--- config.mk ---
export PLATFORM = sky130hd
export DESIGN_NAME = frame_ecc_monitor
export DESIGN_NICKNAME = d
export VERILOG_FILES = /design/src/rtl/frame_ecc_monitor.sv
export SDC_FILE = /design/constraint.sdc
export NUM_CORES = 1
export LEC_CHECK = 0
export CAP_MARGIN = 5
export CORE_ASPECT_RATIO = 0.7
export CORE_MARGIN = 2
export CORE_UTILIZATION = 40
export CTS_BUF_LIST = sky130_fd_sc_hd__clkbuf_8
export CTS_CLUSTER_SIZE = 14
export DETAILED_ROUTE_END_ITERATION = 7
export HOLD_SLACK_MARGIN = 0.12
export PLACE_DENSITY = 0.64
export SETUP_SLACK_MARGIN = 0.15
export SLEW_MARGIN = 10
export SYNTH_ARGS = -nofsm -noshare
export SYNTH_HDL_FRONTEND = slang
export SYNTH_SLANG_ARGS = --single-unit
export TNS_END_PERCENT = 20
--- constraint.sdc ---
create_clock -name clk -period 6.2 [get_ports clk]
set_input_delay 0.62 -clock clk [delete_from_list [all_inputs] [get_ports clk]]
set_output_delay 0.62 -clock clk [all_outputs]
set_load 0.05 [all_outputs]
--- src/rtl/frame_ecc_monitor.sv ---
// frame_ecc_monitor: classifies frame ECC syndromes, logs them, counts errors and requests single-bit corrections
module frame_ecc_monitor #(
  parameter int FAR_W       = 26,
  parameter int LOG_DEPTH   = 8,
  parameter int CNT_W       = 16,
  parameter int FRAME_WORDS = 101
) (
  input  logic                 clk,
  input  logic                 rst_n,
  input  logic                 eccerror,
  input  logic                 eccerrorsingle,
  input  logic                 crcerror,
  input  logic [FAR_W-1:0]     far,
  input  logic [4:0]           synbit,
  input  logic [6:0]           synword,
  input  logic                 syndromevalid,
  input  logic                 clr,
  output logic [FAR_W+13:0]    log_data,
  output logic                 log_valid,
  input  logic                 log_rdy,
  output logic                 log_full,
  output logic                 log_ovf,
  output logic [CNT_W-1:0]     single_cnt,
  output logic [CNT_W-1:0]     multi_cnt,
  output logic [CNT_W-1:0]     crc_cnt,
  output logic                 corr_req,
  output logic [FAR_W-1:0]     corr_far,
  output logic [6:0]           corr_word,
  output logic [4:0]           corr_bit,
  input  logic                 corr_ack,
  output logic                 corr_drop,
  output logic                 uncorr
);
  localparam int AW = $clog2(LOG_DEPTH);
  localparam logic [6:0] FW = 7'(FRAME_WORDS);
  typedef enum logic {IDLE, REQ} state_t;
  state_t state, nxt;
  logic [FAR_W+13:0] mem [LOG_DEPTH];
  logic [AW-1:0] wp, rp;
  logic [AW:0] cnt;
  logic [1:0] typ;
  logic ev, single, multi, pop, push, crc_q, crc_rise, load;
  assign ev        = syndromevalid & eccerror;
  assign typ       = !eccerrorsingle ? 2'b10 : (synword < FW) ? 2'b01 : 2'b11;
  assign single    = ev & (typ == 2'b01);
  assign multi     = ev & typ[1];
  assign log_valid = cnt != '0;
  assign log_full  = cnt == (AW+1)'(LOG_DEPTH);
  assign pop       = log_valid & log_rdy;
  assign push      = ev & (!log_full | pop);
  assign log_data  = log_valid ? mem[rp] : '0;
  assign crc_rise  = crcerror & ~crc_q;
  assign corr_req  = state == REQ;
  assign load      = (state == IDLE) & single;
  function automatic logic [CNT_W-1:0] sat(input logic [CNT_W-1:0] c, input logic inc, input logic z);
    return z ? CNT_W'(inc) : (inc && !(&c)) ? c + 1'b1 : c;
  endfunction
  always_comb begin
    nxt = (state == IDLE) ? (single ? REQ : IDLE) : (corr_ack ? IDLE : REQ);
  end
  // Log storage needs no reset: log_data is masked while the FIFO is empty.
  always_ff @(posedge clk) begin
    if (push) mem[wp] <= {typ, far, synword, synbit};
  end
  always_ff @(posedge clk or negedge rst_n) begin
    if (!rst_n) begin
      state      <= IDLE;
      wp         <= '0;
      rp         <= '0;
      cnt        <= '0;
      crc_q      <= 1'b0;
      single_cnt <= '0;
      multi_cnt  <= '0;
      crc_cnt    <= '0;
      log_ovf    <= 1'b0;
      uncorr     <= 1'b0;
      corr_drop  <= 1'b0;
      corr_far   <= '0;
      corr_word  <= '0;
      corr_bit   <= '0;
    end else begin
      state      <= nxt;
      crc_q      <= crcerror;
      if (push) wp <= wp + 1'b1;
      if (pop) rp <= rp + 1'b1;
      cnt        <= cnt + (AW+1)'(push) - (AW+1)'(pop);
      single_cnt <= sat(single_cnt, single, clr);
      multi_cnt  <= sat(multi_cnt, multi, clr);
      crc_cnt    <= sat(crc_cnt, crc_rise, clr);
      log_ovf    <= (log_ovf & ~clr) | (ev & ~push);
      uncorr     <= (uncorr & ~clr) | multi;
      corr_drop  <= (corr_drop & ~clr) | (single & (state == REQ));
      if (load) begin
        corr_far  <= far;
        corr_word <= synword;
        corr_bit  <= synbit;
      end
    end
  end
endmodule

---- After elaboration in Yosys (flattened, before gate mapping) ----
Memories as Yosys holds them, arrays and structs flattened.
Cells that the tools add are included.
word-level totals
  flip-flop bits (word level) ............. 101
  bits in writable memories ............... 320
  input port bits ......................... 47
  output and inout port bits .............. 132
  word-level logic and storage cells ...... 73
  memories ................................ 1
memories
  memory  words  bits a word  rd ports  clocked after memory_dff  write ports  line  text
  mem     8      40           1         0                         1            38    logic [FAR_W+13:0] mem [LOG_DEPTH];
operators by class
  add/sub/neg operators ................... 7
  $lt $le $gt $ge ......................... 1
  eq/ne operators ......................... 2
  muxes and demuxes ....................... 14
  bitwise gates (word level) .............. 20
  reduce and logical (&&, ||, !) cells .... 14
operators with widths
  operator               count
  $mux 16                6
  $add 16x1->16 const B  3
  $reduce_and 16->1      3
  $mux 40                1
  $and 1x1->1            12
  $lt 7x7->1 const B     1
  $add 3x1->3 const B    2
  $reduce_bool 2->1      3
  $mux 1                 5
  $add 4x1->4            1
  $eq 4x4->1 const B     1
  $logic_not 1->1        4
  $mux 2                 2
  $not 1->1              4
  $or 1x1->1             4
  $reduce_bool 4->1      1
  $sub 4x1->4            1
  $logic_and 1x1->1      3
  $eq 2x1->1 const B     1

---- Logic depth before layout (Yosys ltp) ----
  depth in word-level cells ............... 8
  depth in mapped cells ................... 12
  mapped depth without buffers ............ 12

---- Worst setup path after synthesis ----
OpenSTA, ideal clock, no wires.
  kind .................................... reg2reg
  start ................................... register cnt[2]
  end ..................................... memory mem[0][0] in the netlist's numbering, enable pin
  setup time .............................. 0.537 ns
  arrival ................................. 5.227 ns
  data required time ...................... 5.663 ns
  slack ................................... 0.436 ns
  cell stages (with the launch flop) ...... 8
  buffers on the path ..................... 0
  period minus slack after synthesis ...... 5.764 ns
  cell sequence ........................... dfrtp_1 > inv_1 > ha_1 > nor3b_1 > o21ai_0 > nor2b_1 > inv_1 > nor4_1
between the ends
  word-level cells in the longest chain between the ends .. 6
  elaborated cells between the ends (all ways) .. 8
  classes of those cells .................. eq/ne (1); mux (2); bitwise (3); reduce/logical (2)
RTL lines
  what                          line  text
  start: declaration            40    logic [AW:0] cnt;
  start signal: assignment      86    cnt <= cnt + (AW+1)'(push) - (AW+1)'(pop);
  $eq 4x4->1                    48    assign log_full = cnt == (AW+1)'(LOG_DEPTH);
  named net log_full            21    output logic log_full,
  $logic_not 1->1               50    assign push = ev & (!log_full | pop);
  $or 1x1->1                    50
  $and 1x1->1                   50
  $mux 1                        63    if (push) mem[wp] <= {typ, far, synword, synbit};
  $mux 1 (not written as such)  63
  end: declaration              38
The timed path passes the listed nets, and every way through them passes these cells.

---- Final worst setup path ----
  start ................................... register rp[0]
  end ..................................... output log_data[9]
between the ends
  word-level cells in the longest chain between the ends .. 2
RTL lines
  what                      line  text
  start: declaration        39    logic [AW-1:0] wp, rp;
  start signal: assignment  85    if (pop) rp <= rp + 1'b1;
  $mem_v2 8x40              n/a
  $mux 40                   51    assign log_data = log_valid ? mem[rp] : '0;
  end: declaration          18    output logic [FAR_W+13:0] log_data,
No other way between the ends.

==> impl_metrics.yaml <==
worst_setup_path:
  critPathLaunch: "rp[0]$_DFFE_PN0P_"
  worst-path-buf-inv: 2
  path_cells: "buf_12, mux4_2, mux2i_1, nor2_1, clkdlybuf4s50_1"
  cp.depth: 5
  reg2reg_from: "cnt[2]$_DFF_PN0_"
  endpoint: "log_data[9]"
  critPathMaxFanout: 42
  rr_worst_depth: 9
  end_kind: "output pin"
  cp_top_family: "buffers and inverters"
  path_class: "flip-flop to output pin"
  critPathRequiredTime_ns: 5.58
  worstPathArrival_ns: 3.68
  r2r_slack_ns: 3.14
  critPathMaxStageDelay_ns: 1.01
  r2r_end: "cnt[2]$_DFF_PN0_"
  worstSetupStartpointType: "flip-flop"
  slowest_stage: "dfrtp_4"
placed_design:
  dp_cells: 1661
  port_buffers: 178
  place_congestion: 0.784
  hpwl_um: 22100
grt:
  grt_overflow: 0
  grt_max_degree: 57
  grt_pass1_wl_um: 58500
  grt_pass1_vias: 9737
  antenna_found_initial: 2
  grt_use_total: 0.174
timing:
  rsz0062_at_grt: "no"
  max_clock_freq_ghz: 0.233
  slew_viol_final: 0
  min_period_over_period: 0.694
  relSlewSlack: 0.238
  skew_ns: 0.0185
  fin_setup_tns_ns: 0
  hold_viol_final: 0
  fin_crit_ns: 4.30
  worstMarginPinSlew_ns: 1.14
  finalSetupViolCount: 0
floorplan:
  die_w_um: 250
  core_um2: 42100
  row_count: 63
  die_h_um: 176
  io_pins: 179
  start_util: 0.404
  die_area_um2: 44200
yosys:
  synth-seq-cells: 421
  synth_top_cell_area_share: 0.566
  synth_edf_count: 320
  syn_nets: 1018
  syn_area_per_cell_um2: 17.7
  yosysWarnings: 0
  synth.largest_area_cell: "edfxtp_1"
  synth_area_leaders: "edfxtp_1 (57%), dfrtp_1 (15%), mux4_2 (11%), mux2_2 (2.7%), mux2i_1 (2.6%)"
  async_flop_share: 0.240
  synth_cells: 959
  syn_area_um2: 17000
  synth_cell_types: 56
  ys_seq_area_frac: 0.714
  synth_ff_type: "edfxtp_1"
hold_path:
  min_path_type: "flip-flop to flip-flop"
drt:
  drc: 0
  vias: 9411
  drt-initial-drc-count: 737
  drtAntennaViolNets: 0
  routed_wl_um: 37500
  wl_per_cell_um: 21.0
  firstDrtPassIters: 4
  vias_per_cell: 5.27
clock_tree:
  cts-root-buf: "clkbuf_8"
  cts_resized: 0
  cts_tree: "built"
  path_clk_slew_ns: 0.06
  htreeDepth: 3
  clk_latency_ns: 0.60
  cts_buffers: 68
  cts_buffer_depth: 3
  clock-sinks: 421
final_layout:
  multi_input_area_um2: 4640
  layout-drive-gt1-share: 0.202
  regArea_um2: 12100
  mostFrequentLayoutCells: "edfxtp_1 (320), clkdlybuf4s50_1 (176), dfrtp_1 (98), mux4_2 (80), nor2_1 (77)"
  nets: 1239
  fillers: 3564
  stdcell_count: 1786
  final_common_cell: "edfxtp_1"
  syn_to_final_growth_pct: 22.1
power:
  p_leak_uw: 0.00721
  p_per_area_nw_per_um2: 442
  peakVddDrop_uv: 197
run_status:
  status: "finished clean"
run:
  cap_viol_max_count: 0
==> Yosys cell counts, types with 3 or more instances <==
cell type / n
ha_1: 11
nand2_1: 29
mux4_2: 80
o31ai_1: 7
nor3_1: 18
edfxtp_1: 320
nand2b_1: 7
buf_2: 12
dfrtp_1: 101
inv_1: 14
nor4_1: 10
nor2_1: 81
buf_1: 4
o211ai_1: 4
or4_1: 10
o21ai_0: 11
a21oi_1: 25
nor2b_1: 3
nand4_1: 10
buf_6: 4
o21ai_1: 5
mux2_2: 40
clkbuf_1: 23
and3_1: 4
xor2_1: 9
xnor2_1: 15
or3_1: 7
mux2i_1: 44
nand3_1: 17
==> sequential cells by signal (all words and copies together), names as in the netlist <==
name,count
cnt,4
corr_bit,5
corr_drop,1
corr_far,26
corr_req,1
corr_word,7
crc_cnt,16
crc_q,1
log_ovf,1
mem,320
multi_cnt,16
rp,3
single_cnt,16
uncorr,1
wp,3
==> power breakdown <==
part	total [uW]	switching [uW]	internal (uW)
combinational	3220	1920	1310
clock	2280	1090	1190
sequential	3660	343	3320
==> layer usage <==
layer | GRT usage | share of wire
met5 | 0 | 0
met4 | 0.0437 | 0.015
met3 | 0.0492 | 0.065
met2 | 0.260 | 0.45
met1 | 0.252 | 0.47
==> how the worst min path moves through the flow <==
stage	cells after the start	end	startpoint
4_1_cts	1	crc_q$_DFF_PN0_	crcerror
3_3_place_gp	1	corr_far[4]$_DFFE_PN0P_	corr_far[4]$_DFFE_PN0P_
6_report	1	corr_word[2]$_DFFE_PN0P_	corr_word[2]$_DFFE_PN0P_
2_1_floorplan	0	cnt[0]$_DFF_PN0_	rst_n
5_1_grt	1	crc_q$_DFF_PN0_	crcerror
3_5_place_dp	1	corr_word[2]$_DFFE_PN0P_	corr_word[2]$_DFFE_PN0P_
==> layout make-up <==
cell class / count / area share
Sequential cell: 421 / 0.586
Multi-Input combinational cell: 480 / 0.224
Timing Repair Buffer: 195 / 0.0924
Clock buffer: 74 / 0.0491
Tap cell: 552 / 0.0333
Clock inverter: 48 / 0.0129
Inverter: 14 / 0.00253
Antenna cell: 2 / 0.000241
==> kinds of logic (layout without fill, tap and decap cells) <==
kind of cell    Yosys count  count (layout)  share of synthesized area
flops                   421             421                      0.714
fa+ha+maj                12              12                    0.00928
xor+xnor                 24              24                     0.0124
compound gates           64              64                     0.0238
simple gates            216             216                     0.0659
other cells               0               2                          0
mux                     164             164                      0.159
buf+inv                  58             331                     0.0157
==> what timing repair did <==
action	4_1_cts	5_1_grt
buffers inserted	0	0
hold buffers	1	0
endpoints found under the setup margin	0	0
endpoints found under the hold margin	48	0
==> through the flow <==
stage	util	worst slack, ns	hold WS [ns]	total power, uW	instance area [um2]
2_1_floorplan	-	0.436	0.324	5910	17000
3_3_place_gp	0.462	2.26	0.489	6990	19400
3_5_place_dp	0.462	2.21	0.495	7010	19400
4_1_cts	0.493	1.75	0.501	9310	20700
5_1_grt	0.493	1.62	0.514	9600	20700
6_report	0.493	1.90	0.505	9160	20700
Note: power is estimated with default switching activity, not from simulation.
